`src/rtl/uart_rx_checked_driver_pkg.sv`:
```
// Shared definitions for the checked UART receiver: byte length, default baud
// divisor (50 MHz / 115200, also used by the transmitter), receiver state
// encodings and the 3-sample majority helper.
package uart_rx_checked_driver_pkg;

  localparam int unsigned BYTE_LEN               = 8;
  localparam int unsigned DEFAULT_CYCLES_PER_BIT = 434;

  typedef enum logic [2:0] {
    UART_RX_IDLE      = 3'd0,
    UART_RX_START     = 3'd1,
    UART_RX_DATA      = 3'd2,
    UART_RX_PARITY    = 3'd3,
    UART_RX_STOP      = 3'd4,
    UART_RX_WAIT_HIGH = 3'd5
  } uart_rx_state_e;

  // Majority of three samples.
  function automatic logic majority3(input logic a, input logic b, input logic c);
    return (a & b) | (a & c) | (b & c);
  endfunction

endpackage

```
`src/rtl/uart_rx_checked_driver_sampler.sv`:
```
// Line front end for the UART receiver: 2-flop synchroniser on rxd, one
// extra delay flop for falling-edge detection, and a 3-sample majority vote
// taken around the bit centre.
// Ports:
//   clk, rst        - system clock, synchronous active-low reset
//   rxd             - asynchronous serial input, idle high
//   cyc             - in-bit cycle counter from the receiver FSM
//   rxd_s           - synchronised line
//   fall            - rxd_d=1 and rxd_s=0 (combinational from flops)
//   vote, vote_valid- registered majority, valid for one cycle at cyc=MID+2
module uart_rx_checked_driver_sampler
  import uart_rx_checked_driver_pkg::*;
#(
  parameter  int unsigned CYCLES_PER_BIT = DEFAULT_CYCLES_PER_BIT,
  localparam int unsigned CYC_W          = $clog2(CYCLES_PER_BIT)
) (
  input  logic             clk,
  input  logic             rst,
  input  logic             rxd,
  input  logic [CYC_W-1:0] cyc,
  output logic             rxd_s,
  output logic             fall,
  output logic             vote,
  output logic             vote_valid
);

  localparam int unsigned MID = CYCLES_PER_BIT / 2;

  logic sync1_q;
  logic rxd_s_q;
  logic rxd_d_q;
  logic cap0_q;
  logic cap1_q;
  logic vote_q;
  logic vote_valid_q;

  // Synchroniser, delay flop and the two early captures; the third capture
  // is the live rxd_s at MID+1, folded straight into the registered vote.
  always_ff @(posedge clk) begin
    if (!rst) begin
      sync1_q      <= 1'b1;
      rxd_s_q      <= 1'b1;
      rxd_d_q      <= 1'b1;
      cap0_q       <= 1'b1;
      cap1_q       <= 1'b1;
      vote_q       <= 1'b1;
      vote_valid_q <= 1'b0;
    end else begin
      sync1_q      <= rxd;
      rxd_s_q      <= sync1_q;
      rxd_d_q      <= rxd_s_q;
      vote_valid_q <= (cyc == CYC_W'(MID + 1));
      if (cyc == CYC_W'(MID - 1)) cap0_q <= rxd_s_q;
      if (cyc == CYC_W'(MID))     cap1_q <= rxd_s_q;
      if (cyc == CYC_W'(MID + 1)) vote_q <= majority3(cap0_q, cap1_q, rxd_s_q);
    end
  end

  assign rxd_s      = rxd_s_q;
  assign fall       = rxd_d_q & ~rxd_s_q;
  assign vote       = vote_q;
  assign vote_valid = vote_valid_q;

endmodule

```
`src/rtl/uart_rx_checked_driver.sv`:
```
// Single-clock 8N1 UART receiver, LSB first, with start-bit validation,
// majority-voted bit sampling, stop-bit check and break detection.
// Optional even parity bit between bit 7 and stop: macro UART_RX_PARITY_EN.
// Ports:
//   clk, rst   - system clock, synchronous active-low reset
//   rxd        - asynchronous serial line, idle high
//   out        - received byte, valid while outclk=1
//   outclk     - 1-cycle strobe, good byte on out
//   frame_err  - 1-cycle strobe, stop bit sampled 0
//   break_det  - 1-cycle strobe with frame_err when all data bits are 0
//   parity_err - (UART_RX_PARITY_EN only) 1-cycle strobe, parity mismatch
module uart_rx_checked_driver
  import uart_rx_checked_driver_pkg::*;
#(
  parameter int unsigned CYCLES_PER_BIT = DEFAULT_CYCLES_PER_BIT  // >= 6
) (
  input  logic                clk,
  input  logic                rst,
  input  logic                rxd,
  output logic [BYTE_LEN-1:0] out,
  output logic                outclk,
  output logic                frame_err,
`ifdef UART_RX_PARITY_EN
  output logic                parity_err,
`endif
  output logic                break_det
);

  localparam int unsigned CYC_W    = $clog2(CYCLES_PER_BIT);
  localparam logic [CYC_W-1:0] LAST_CYC = CYC_W'(CYCLES_PER_BIT - 1);

  logic rxd_s;
  logic fall;
  logic vote;
  logic vote_valid;

  uart_rx_state_e      state_q,     state_d;
  logic [CYC_W-1:0]    cyc_q,       cyc_d;
  logic [CYC_W-1:0]    cyc_next;
  logic [2:0]          bit_idx_q,   bit_idx_d;
  logic [BYTE_LEN-1:0] shreg_q,     shreg_d;
  logic [BYTE_LEN-1:0] out_q,       out_d;
  logic                outclk_q,    outclk_d;
  logic                frame_err_q, frame_err_d;
  logic                break_det_q, break_det_d;
`ifdef UART_RX_PARITY_EN
  logic                par_bad_q,    par_bad_d;
  logic                parity_err_q, parity_err_d;
`endif

  uart_rx_checked_driver_sampler #(
    .CYCLES_PER_BIT(CYCLES_PER_BIT)
  ) u_sampler (
    .clk       (clk),
    .rst       (rst),
    .rxd       (rxd),
    .cyc       (cyc_q),
    .rxd_s     (rxd_s),
    .fall      (fall),
    .vote      (vote),
    .vote_valid(vote_valid)
  );

  // Next-state and strobe logic. Bit index advances on each data vote, which
  // is equivalent to advancing at the end of each bit since exactly one vote
  // falls inside every bit.
  always_comb begin
    state_d     = state_q;
    cyc_d       = cyc_q;
    bit_idx_d   = bit_idx_q;
    shreg_d     = shreg_q;
    out_d       = out_q;
    outclk_d    = 1'b0;
    frame_err_d = 1'b0;
    break_det_d = 1'b0;
`ifdef UART_RX_PARITY_EN
    par_bad_d    = par_bad_q;
    parity_err_d = 1'b0;
`endif
    cyc_next = (cyc_q == LAST_CYC) ? '0 : cyc_q + CYC_W'(1);

    case (state_q)
      UART_RX_IDLE: begin
        cyc_d = '0;
        // rxd_s is one cycle into the start bit, so the counter starts at 1.
        if (fall) begin
          state_d = UART_RX_START;
          cyc_d   = CYC_W'(1);
        end
      end
      UART_RX_START: begin
        cyc_d = cyc_next;
        if (vote_valid) begin
          if (vote) begin
            state_d = UART_RX_IDLE;
            cyc_d   = '0;
          end else begin
            state_d   = UART_RX_DATA;
            bit_idx_d = '0;
          end
        end
      end
      UART_RX_DATA: begin
        cyc_d = cyc_next;
        if (vote_valid) begin
          shreg_d = {vote, shreg_q[BYTE_LEN-1:1]};
          if (bit_idx_q == 3'(BYTE_LEN - 1)) begin
`ifdef UART_RX_PARITY_EN
            state_d = UART_RX_PARITY;
`else
            state_d = UART_RX_STOP;
`endif
          end else begin
            bit_idx_d = bit_idx_q + 3'd1;
          end
        end
      end
`ifdef UART_RX_PARITY_EN
      UART_RX_PARITY: begin
        cyc_d = cyc_next;
        if (vote_valid) begin
          // Even parity: data bits plus parity bit must XOR to 0.
          par_bad_d = vote ^ (^shreg_q);
          state_d   = UART_RX_STOP;
        end
      end
`endif
      UART_RX_STOP: begin
        cyc_d = cyc_next;
        if (vote_valid) begin
          out_d = shreg_q;
          cyc_d = '0;
          if (vote) begin
            // Return to IDLE mid stop bit so an early next start is caught.
            state_d = UART_RX_IDLE;
`ifdef UART_RX_PARITY_EN
            if (par_bad_q) parity_err_d = 1'b1;
            else           outclk_d     = 1'b1;
`else
            outclk_d = 1'b1;
`endif
          end else begin
            frame_err_d = 1'b1;
            break_det_d = (shreg_q == '0);
            state_d     = UART_RX_WAIT_HIGH;
          end
        end
      end
      UART_RX_WAIT_HIGH: begin
        cyc_d = '0;
        if (rxd_s) state_d = UART_RX_IDLE;
      end
      default: begin
        state_d = UART_RX_IDLE;
        cyc_d   = '0;
      end
    endcase
  end

  // State and output registers.
  always_ff @(posedge clk) begin
    if (!rst) begin
      state_q     <= UART_RX_IDLE;
      cyc_q       <= '0;
      bit_idx_q   <= '0;
      shreg_q     <= '0;
      out_q       <= '0;
      outclk_q    <= 1'b0;
      frame_err_q <= 1'b0;
      break_det_q <= 1'b0;
`ifdef UART_RX_PARITY_EN
      par_bad_q    <= 1'b0;
      parity_err_q <= 1'b0;
`endif
    end else begin
      state_q     <= state_d;
      cyc_q       <= cyc_d;
      bit_idx_q   <= bit_idx_d;
      shreg_q     <= shreg_d;
      out_q       <= out_d;
      outclk_q    <= outclk_d;
      frame_err_q <= frame_err_d;
      break_det_q <= break_det_d;
`ifdef UART_RX_PARITY_EN
      par_bad_q    <= par_bad_d;
      parity_err_q <= parity_err_d;
`endif
    end
  end

  assign out       = out_q;
  assign outclk    = outclk_q;
  assign frame_err = frame_err_q;
  assign break_det = break_det_q;
`ifdef UART_RX_PARITY_EN
  assign parity_err = parity_err_q;
`endif

endmodule
```
`config.mk`:
```
export PLATFORM = sky130hd
export DESIGN_NAME = uart_rx_checked_driver
export DESIGN_NICKNAME = d
export VERILOG_FILES = /design/src/rtl/uart_rx_checked_driver_pkg.sv /design/src/rtl/uart_rx_checked_driver_sampler.sv /design/src/rtl/uart_rx_checked_driver.sv
export SDC_FILE = /design/constraint.sdc
export NUM_CORES = 1
export LEC_CHECK = 0
export BUFFER_PORTS_ARGS = -buffer_cell sky130_fd_sc_hd__buf_4
export CAP_MARGIN = 25
export CORE_MARGIN = 3
export CORE_UTILIZATION = 50
export DETAILED_ROUTE_END_ITERATION = 12
export PLACE_DENSITY = 0.71
export SYNTH_ARGS = -nofsm -noshare
export SYNTH_HDL_FRONTEND = slang
export SYNTH_SLANG_ARGS = --single-unit
```
`constraint.sdc`:
```
create_clock -name clk -period 1.5 [get_ports clk]
set_clock_uncertainty 0.05 [all_clocks]
set_input_delay 0.3 -clock clk [delete_from_list [all_inputs] [get_ports clk]]
set_output_delay 0.3 -clock clk [all_outputs]
set_load 0.02 [all_outputs]
```
==> results of run 1 <==
## Yosys cell counts, drive strengths merged (4+ instances only)
master | n | area (um2)
nor2 | 21 | 78.8
nand3 | 8 | 40.0
nand2b | 4 | 25.0
mux2i | 12 | 120
xnor2 | 4 | 35.0
ha | 6 | 75.1
buf | 6 | 47.5
and3 | 7 | 45.1
dfxtp | 41 | 821
a21oi | 16 | 80.1
inv | 7 | 26.3
xor2 | 4 | 35.0
nand2 | 28 | 105
## sequential cells by signal (all words and copies together), names as in the netlist
name / cells
u_sampler.cap1_q: 1
outclk: 1
bit_idx_q: 3
state_q: 3
frame_err: 1
u_sampler.vote: 1
u_sampler.rxd_s: 1
u_sampler.sync1_q: 1
u_sampler.rxd_d_q: 1
u_sampler.cap0_q: 1
u_sampler.vote_valid: 1
out: 8
break_det: 1
shreg_q: 8
cyc_q: 9
## kinds of logic (layout without fill, tap and decap cells)
logic type                 Yosys count  count (layout)  share of synthesized area [%]
xor gates and xnor gates             8               8                           3.99
muxes                               12              12                           6.83
AOI/OAI and AO/OA                   24              24                           9.18
buffers and inverters               16              48                           4.84
DFF                                 41              41                           46.7
adders and majority gates            6               6                           4.27
and+or+nand+nor                     85              85                           24.2
## power by group through the flow
stage	registers (mW)	clock network, mW	logic, mW
6_report	1.10	0.764	0.0669
5_1_grt	1.10	0.839	0.0739
4_1_cts	1.10	0.780	0.0649
3_5_place_dp	1.13	0	0.0645
3_3_place_gp	1.13	0	0.0636
2_1_floorplan	1.12	0	0.0432
## final cells by class
type | instances | area (um2)
multi-input cells | 135 | 925
flip-flops and latches | 41 | 831
well taps | 44 | 55.1
fillers | 292 | 1020
clock inverters | 2 | 37.5
repair buffers | 33 | 260
inverters | 7 | 26.3
clock buffers | 6 | 51.3
## repair_timing
item | in CTS | in global routing
pin swaps | 7 | 1
endpoints found under the setup margin | 4 | 16
resized for setup | 1 | 10
setup buffers | 3 | 0
## worst max-delay path by stage
stage / startpoint / end / depth (start not counted)
2_1_floorplan: bit_idx_q[0]$_SDFFE_PN0P_ / bit_idx_q[1]$_SDFFE_PN0P_ / 6
3_3_place_gp: bit_idx_q[1]$_SDFFE_PN0P_ / bit_idx_q[1]$_SDFFE_PN0P_ / 6
3_5_place_dp: bit_idx_q[1]$_SDFFE_PN0P_ / bit_idx_q[1]$_SDFFE_PN0P_ / 6
4_1_cts: bit_idx_q[0]$_SDFFE_PN0P_ / bit_idx_q[1]$_SDFFE_PN0P_ / 6
5_1_grt: bit_idx_q[0]$_SDFFE_PN0P_ / bit_idx_q[2]$_SDFFE_PN0P_ / 6
6_report: bit_idx_q[0]$_SDFFE_PN0P_ / bit_idx_q[2]$_SDFFE_PN0P_ / 6
## routing by layer
layer / wire length, um / global-route usage, %
met1: 1610 / 24.0
met2: 1660 / 30.0
met3: 137 / 4.10
met4: 50 / 6.22
met5: 0 / 0
## metrics by stage
step	util (%)	TNS, ns
floorplan	-	-0.00446
global placement	63.3	-0.0372
detailed placement	63.3	-0.268
CTS	66.8	-0.166
global route	68.2	-0.407
finish	68.2	-0.131
==> impl_results.md, run 1 <==
- Fin crit period: 1.55 ns
- ANT nets after route: 0
- Core box area: 0.00320 mm2
- First-pass GRT wire length: 6.16 mm
- Number of setup violations in the final report: 3
- Vias in the first global route: 1372
- Placed instance area: 0.00203 mm2
- 1st-iter DRT viols: 106
- Routed len/inst: 12.9 um
- CTS root buf: clkbuf_4
- GP Congestion: 0.895
- Crit Reg-Reg Startpoint: bit_idx_q[0]$_SDFFE_PN0P_
- WP data required: 1.74 ns
- DP Wirelength: 2.45 mm
- Hold path start: rxd
- Layout Area Growth over Synthesis: 24.3%
- Global route total overflow: 0
- Fmax: 646 MHz
- Cell Chain, Critical Path: ha_4 -> ha_4 -> nor3b_4 -> o21ai_2 -> or3_1 -> a21oi_1
- Clock latency on the worst-skew pair: 0.35 ns
- Slew headroom: 75.6%
- Commonest non-fill, non-tap cells in the layout: 37 x dfxtp_1, 32 x buf_4, 28 x nand2_1
- Mapped cell area: 0.00176 mm2
- PnR worst setup slack: -0.0472 ns
- Post-synth net total: 201
- Max_cap viols: 0
- Internal: 1.52 mW
- Final Routed Wirelength: 3.45 mm
- TritonCTS clock tree: yes
- Mapped Cells: 192
- Leading cell type in the layout, fill and taps excluded: dfxtp_1
- Pre-CTS setup slack: -0.107 ns
- Gate power share: 3.5%
- Reg2reg path depth: 6
- Synth cell types: 35
- Vias per cell: 5.35
- Hold buffers post-CTS: 0
- Fin area: 0.00219 mm2
- Seq/Total Area, Yosys: 46.7%
- Inst Count DP: 257
- Clk slew on worst S/H paths: 0.12 ns
- Yosys warns: 0
- Hold EP: u_sampler.sync1_q$_SDFF_PN1_
- Critical path's most frequent cell: ha_4
- Cts bufs inserted: 5
- PD cells: 884 mW/mm2
- FF+latch count, synth: 41
- Final Hold Vio Count: 0
- CP Capture Type: flip-flop
- CTS sink count: 41
- GRT Util Overall: 18.4%
- Non-filler cells in the finished layout: 268
- CTS Buffer Depth: 2
- Net Sw Frac: 21.4%
- Fin crit share: 103%
- DR pass1 iterations: 5
- DRC viols: 0
- Peak supply drop: 0.000930 V
- Top FF cell, synth: dfxtp_1
- Largest stage delay on the critical path: 0.38 ns
- Clock power share: 39.6%
- Io pins: 14
- Hold path depth: 2
- Net Switching: 0.412 mW
- Unrepaired setup endpoints after global routing: yes
- Leak Pwr: 0.825 nW
- Crit path DAT: 1.79 ns
- Avg Inst Size Synth: 9.16 um2
- Reg2reg end: bit_idx_q[2]$_SDFFE_PN0P_
- Critical path class: reg2reg
- Die width: 65.3 um
- Sequential power share: 57.0%
- Rows: 20
- Ratio of cells with drive above 1 in the final layout: 26.8%
- Worst path buffer plus inverter count: 0
- Failing checks: setup timing
- Status: complete, but fails checks
- DIE HEIGHT: 65.3 um
- Async S/R FF share, synth: 0%
- Total power: 1.93 mW
- Worst path top cell family by delay: simple AND/OR/NAND/NOR gates
- R2R setup slack: -0.05 ns
- Starting Density: 54.9%
- EDFF count, synth: 0
- Pin count of the biggest net entering global routing: 16
- Layout Nets: 232
- WHS: 0.0723 ns
- Worst Tran Pin Value: 0.365 ns
- Via count: 1434
- Critical path peak fanout: 5
- Startpoint types: flip-flop
- Crit path max-delay cell type: or3_1
- H-tree depth: 2
- Worst hold path type: in2reg
- PortBufs: 13
- Slew Viols, Final: 0
- Initial antenna violation count: 0
- Die Area: 0.00426 mm2
- N_diodes: 0
Power figures use the tool's default switching activity.
==> run 2, diff against run 1 <==
Settings changed: CELL_PAD_IN_SITES_DETAIL_PLACEMENT set to 1, CELL_PAD_IN_SITES_GLOBAL_PLACEMENT set to 1, CORE_UTILIZATION 50 to 41, PLACE_DENSITY 0.71 to not set, PLACE_DENSITY_LB_ADDON set to 0.1, SYNTH_HIERARCHICAL set to 1.
==> impl_results.md, run 2 <==
- Most common cell in the netlist: nand2_1
- CP Capture Type: flip-flop
- GRT Util Overall: 18.0% (-0.38 points)
- Vias in the first global route: 1645 (+20%)
- H-tree depth: 2 (unchanged)
- Worst hold path type: in2reg
- Unrepaired setup endpoints after global routing: yes
- Net Switching: 0.622 mW (+51%)
- Synth cell types: 43 (+23%)
- PnR worst setup slack: -0.0885 ns (-0.0414 ns)
- Max FFs per register: 9 (unchanged)
- Inst Count DP: 285 (+11%)
- Top FF cell, synth: dfxtp_1
- Net Sw Frac: 25.9% (+4.6 points)
- Gate power share: 14.3% (+11 points)
- Leak Pwr: 0.924 nW (+12%)
- Worst Tran Pin Value: 0.513 ns (+0.148 ns)
- DIE HEIGHT: 74.3 um (+14%)
- Fin area: 0.00243 mm2 (+11%)
- Synth top area share: 43.0% (-3.7 points)
- Worst path top cell family by delay: simple AND/OR/NAND/NOR gates
- Slew headroom: 65.7% (-9.9 points)
- Critical path's most frequent cell: ha_4
- Peak supply drop: 0.000513 V (-45%)
- Layout Nets: 250 (+7.8%)
- Die Area: 0.00552 mm2 (+29%)
- First-pass GRT wire length: 7.53 mm (+22%)
- Max_cap viols: 0 (unchanged)
- Global route total overflow: 0 (unchanged)
- Initial antenna violation count: 0 (unchanged)
- Internal: 1.78 mW (+17%)
- Crit path DAT: 1.76 ns (-0.03 ns)
- Via count: 1591 (+11%)
- Final core occ: 55.0% (-13 points)
- Top reg by flops: cyc_q
- Mapped Cells: 207 (+7.8%)
- Rows: 24 (+20%)
- Vias per cell: 5.38 (+0.45%)
- CTS root buf: clkbuf_8
- Placed instance area: 0.00221 mm2 (+9.1%)
- WHS: 0.144 ns (+0.0721 ns)
- Startpoint types: flip-flop
- DR pass1 iterations: 4 (-1)
- Critical path peak fanout: 2 (-3)
- Cts bufs inserted: 5 (unchanged)
- Async S/R FF share, synth: 0% (unchanged)
- CTS sink count: 41 (unchanged)
- Fmax: 630 MHz (-2.6%)
- Pin count of the biggest net entering global routing: 29 (+13)
- Crit path max-delay cell type: or3b_1
- CTS Buffer Depth: 2 (unchanged)
- Ratio of cells with drive above 1 in the final layout: 32.4% (+5.6 points)
- Starting Density: 43.3% (-12 points)
- PD cells: 988 mW/mm2 (+12%)
- Final Hold Vio Count: 0 (unchanged)
- Layout Area Growth over Synthesis: 27.1%
- Final Routed Wirelength: 4.72 mm (+37%)
- Status: complete, but fails checks
- Mapped cell area: 0.00191 mm2 (+8.7%)
- ANT nets after route: 0 (unchanged)
- Seq/Total Area, Yosys: 43.0% (-3.7 points)
- Cell taking the most area after synthesis: dfxtp_1
- Fin crit share: 106% (+2.8 points)
- 1st-iter DRT viols: 60 (-43%)
- Commonest non-fill, non-tap cells in the layout: 47 x nand2_1, 38 x buf_4, 33 x dfxtp_1
- DP Wirelength: 3.40 mm (+39%)
- EDFF count, synth: 0 (unchanged)
- PortBufs: 13 (unchanged)
- Cell Chain, Critical Path: ha_4 -> ha_4 -> nor3b_4 -> o21ai_2 -> or3b_1 -> a21boi_1
- N_diodes: 0 (unchanged)
- Clock latency on the worst-skew pair: 0.30 ns (-0.05 ns)
- Die width: 74.3 um (+14%)
- Routed len/inst: 16.0 um (+24%)
- WP data required: 1.67 ns (-0.07 ns)
- Clock power share: 37.3% (-2.3 points)
- Synth area leaders: dfxtp_1 43%, nand2_1 9.4%, a21boi_0 3.9%, a21boi_1 3.9%, nor3_1 2.9%
- Worst path buffer plus inverter count: 0 (unchanged)
- Leading cell type in the layout, fill and taps excluded: nand2_1
- Non-filler cells in the finished layout: 296 (+10%)
- Io pins: 14 (unchanged)
- TritonCTS clock tree: yes
- TNS Setup: -0.100 ns (+0.0310 ns)
- Largest stage delay on the critical path: 0.36 ns (-0.02 ns)
- FF+latch count, synth: 41 (unchanged)
- Yosys warns: 6 (+6)
- Core box area: 0.00441 mm2 (+38%)
- Slew Viols, Final: 0 (unchanged)
- Critical path class: reg2reg
- GP Congestion: 0.791 (-12%)
- Failing checks: setup timing
- Avg Inst Size Synth: 9.23 um2 (+0.81%)
- DRC viols: 0 (unchanged)
- Commonest cells in the synthesized netlist: 48 x nand2_1, 41 x dfxtp_1, 11 x nor3_1
- Clk slew on worst S/H paths: 0.08 ns (-0.04 ns)
- Sequential power share: 48.3% (-8.7 points)
- Number of setup violations in the final report: 3 (unchanged)
- Post-synth net total: 214 (+6.5%)
- Fin crit period: 1.59 ns (+0.0414 ns)
run 2: area by class of cell:
class	instances	area, um2
Multi-Input combinational cell	152	1110
Clock inverter	2	38.8
Fill cell	513	1990
Clock buffer	6	72.6
Sequential cell	41	833
Tap cell	52	65.1
Inverter	5	18.8
Timing Repair Buffer	38	285
run 2: kinds of logic (layout without fill, tap and decap cells):
kind of cell,after synthesis,count (layout),synth area share [%]
compound gates,34,34,13.6
xor+xnor,7,7,3.21
fa+ha+maj,4,4,2.62
buf+inv,14,51,4.13
flops,41,41,43.0
mux,5,5,2.82
simple gates,102,102,30.7
run 2: path summary, 6_finish.rpt:
check	slack [ns]	start	depth (start not counted)	to
hold reg to reg	0.40	u_sampler/sync1_q$_SDFF_PN1_	1	u_sampler/rxd_s$_SDFF_PN1_
hold / removal	0.14	rxd	2	u_sampler/sync1_q$_SDFF_PN1_
setup reg to reg	-0.09	bit_idx_q[0]$_SDFFE_PN0P_	6	bit_idx_q[0]$_SDFFE_PN0P_
setup / recovery	-0.09	bit_idx_q[0]$_SDFFE_PN0P_	6	bit_idx_q[0]$_SDFFE_PN0P_
run 2: timing repair:
item | CTS | global route
resized for setup | 5 | 16
pin swaps | 4 | 6
hold buffers | 0 | 0
endpoints found under the hold margin | 0 | 0
buffers inserted | 1 | 3
setup endpoints to repair | 11 | 25
run 2: through the flow:
stage                     setup WS [ns]  power, mW
after global routing             -0.139       2.51
final                           -0.0885       2.40
after detailed placement         -0.129       1.49
after CTS                        -0.101       2.40
after global placement          -0.0255       1.47
after floorplan                 -0.0458       1.39
run 2: routing by layer:
layer | GRT usage [%] | share of wire, %
met5 | 0 | 0
met4 | 8.89 | 2.6
met3 | 4.19 | 2.6
met2 | 33.5 | 55
met1 | 19.0 | 40
run 2: power groups by stage:
stage | Clock [mW] | Combinational, mW | Sequential, mW
final | 0.896 | 0.344 | 1.16
after global routing | 0.971 | 0.374 | 1.17
after CTS | 0.932 | 0.318 | 1.15
after detailed placement | 0 | 0.310 | 1.18
after global placement | 0 | 0.293 | 1.17
after floorplan | 0 | 0.232 | 1.15
==> run 3, diff against run 2 <==
Settings changed: CORE_UTILIZATION 41 to 36.
==> impl_results.md, run 3 (synthesized netlist as in run 2, its figures left out) <==
- Top reg by flops: cyc_q
- Critical path class: reg2reg
- Pin count of the biggest net entering global routing: 25 (-14%)
- Starting Density: 38.9% (-4.4 points)
- Fin crit period: 1.58 ns (-0.00719 ns)
- Slew Viols, Final: 0 (unchanged)
- Max FFs per register: 9 (unchanged)
- GRT Util Overall: 16.5% (-1.5 points)
- Reg2reg path depth: 6 (unchanged)
- Core box area: 0.00491 mm2 (+11%)
- Die Area: 0.00622 mm2 (+13%)
- Fin crit share: 105% (-0.48 points)
- Crit path DAT: 1.74 ns (-0.02 ns)
- Vias per cell: 4.98 (-7.3%)
- CP Capture Type: flip-flop
- Critical path peak fanout: 2 (unchanged)
- Total power: 2.48 mW (+3.4%)
- Rows: 25 (+4.2%)
- Reg2reg end: bit_idx_q[0]$_SDFFE_PN0P_
- N_diodes: 0 (unchanged)
- Ratio of cells with drive above 1 in the final layout: 39.0% (+6.6 points)
- TritonCTS clock tree: yes
- Hold buffers post-CTS: 0 (unchanged)
- Failing checks: setup timing
- Layout Nets: 255 (+2.0%)
- DP Wirelength: 3.43 mm (+1.0%)
- 1st-iter DRT viols: 54 (-10%)
- CTS sink count: 41 (unchanged)
- Leak Pwr: 0.963 nW (+4.3%)
- Vias in the first global route: 1672 (+1.6%)
- H-tree depth: 2 (unchanged)
- ANT nets after route: 0 (unchanged)
- Peak supply drop: 0.000762 V (+48%)
- Layout Area Growth over Synthesis: 34.0%
- Final Hold Vio Count: 0 (unchanged)
- Worst setup path start: bit_idx_q[1]$_SDFFE_PN0P_
- R2R setup slack: -0.08 ns (about the same)
- Final core occ: 52.1% (-2.9 points)
- Slew headroom: 76.3% (+11 points)
- Routed len/inst: 15.4 um (-3.6%)
- Worst Tran Pin Value: 0.353 ns (-0.160 ns)
- Startpoint types: flip-flop
- PD cells: 970 mW/mm2 (-1.9%)
- CTS Buffer Depth: 2 (unchanged)
- CTS root buf: clkbuf_8
- Io pins: 14 (unchanged)
- Crit Reg-Reg Startpoint: bit_idx_q[1]$_SDFFE_PN0P_
- DRC viols: 0 (unchanged)
- DR pass1 iterations: 4 (unchanged)
- Cts bufs inserted: 5 (unchanged)
- GP Congestion: 0.738 (-6.7%)
- First-pass GRT wire length: 8.11 mm (+7.6%)
- Commonest non-fill, non-tap cells in the layout: 47 x nand2_1, 41 x buf_4, 31 x dfxtp_1
- PnR worst setup slack: -0.0814 ns (+0.00719 ns)
- Die width: 78.9 um (+6.2%)
- Worst hold path type: in2reg
- Unrepaired setup endpoints after global routing: yes
- Placed instance area: 0.00227 mm2 (+2.8%)
- DIE HEIGHT: 78.9 um (+6.2%)
- Leading cell type in the layout, fill and taps excluded: nand2_1
- Status: complete, but fails checks
- Clk slew on worst S/H paths: 0.07 ns (about the same)
- Clock latency on the worst-skew pair: 0.30 ns (about the same)
- WP data required: 1.66 ns (about the same)
- Final Routed Wirelength: 4.86 mm (+3.0%)
- Fin area: 0.00256 mm2 (+5.4%)
- Via count: 1574 (-1.1%)
- Hold path depth: 2 (unchanged)
- Number of setup violations in the final report: 2 (-1)
- Critical Path End: bit_idx_q[0]$_SDFFE_PN0P_
- Max_cap viols: 0 (unchanged)
- Fmax: 632 MHz (+0.45%)
- Initial antenna violation count: 0 (unchanged)
- Global route total overflow: 0 (unchanged)
- PortBufs: 13 (unchanged)
run 3: changes by cell type in the layout (fill, tap and decap cells not counted), sizes merged:
cell | before | now
clkinv | 1 | 0
buf | 38 | 43
clkbuf | 6 | 7
run 3: through the flow:
step                      hold slack, ns  setup TNS [ns]  setup slack (ns)  instances
after floorplan                    0.323         -0.0458           -0.0458        207
after global placement             0.344         -0.0284           -0.0284        304
after detailed placement           0.362          -0.351           -0.0950        304
after CTS                          0.136          -0.118           -0.0643        314
after global routing               0.149          -0.544            -0.168        316
final                              0.139         -0.0887           -0.0814        316
run 3: worst min path at each step:
stage / from / endpoint / slack [ns]
floorplan: rst / u_sampler/rxd_s$_SDFF_PN1_ / 0.32
global placement: u_sampler/sync1_q$_SDFF_PN1_ / u_sampler/rxd_s$_SDFF_PN1_ / 0.34
finish: rxd / u_sampler/sync1_q$_SDFF_PN1_ / 0.14
detailed placement: u_sampler/sync1_q$_SDFF_PN1_ / u_sampler/rxd_s$_SDFF_PN1_ / 0.36
CTS: rxd / u_sampler/sync1_q$_SDFF_PN1_ / 0.14
global route: rxd / u_sampler/sync1_q$_SDFF_PN1_ / 0.15
run 3: cell type report:
| cell class | instances | area, um2 |
|---|---|---|
| clock buffer | 7 | 86.3 |
| timing repair buffer | 43 | 339 |
| clock inverter | 1 | 30.0 |
| sequential | 41 | 836 |
| inverter | 5 | 18.8 |
| fill | 579 | 2350 |
| multi-input combinational | 152 | 1170 |
| tap | 67 | 83.8 |
run 3: critical path: stages (launching register included):
cell,delay (ns)
dfxtp_2,0.34
ha_4,0.16
ha_4,0.16
nor3b_4,0.20
o21ai_2,0.07
or3b_1,0.35
a21boi_1,0.16
run 3: what timing repair did:
item	CTS	global route
pin swaps	3	13
gates cloned	0	0
endpoints found under the setup margin	19	30
buffers inserted	2	3
gates resized for setup	2	36
run 3: where the power goes:
group          total [mW]  internal [mW]  switching [mW]  leakage (nW)
Clock               0.921          0.543           0.378        0.0585
Sequential           1.16           1.12          0.0400         0.335
Combinational       0.405          0.196           0.209         0.569
run 3: routing by layer:
layer / routed length (um) / up-vias / track usage [%] / part of all wire, %
li1: - / 796 / - / -
met1: 2230 / 750 / 20.2 / 46
met2: 2400 / 17 / 28.3 / 49
met3: 130 / 11 / 3.63 / 2.7
met4: 97 / 0 / 6.53 / 2.0
met5: 0 / - / 0 / 0
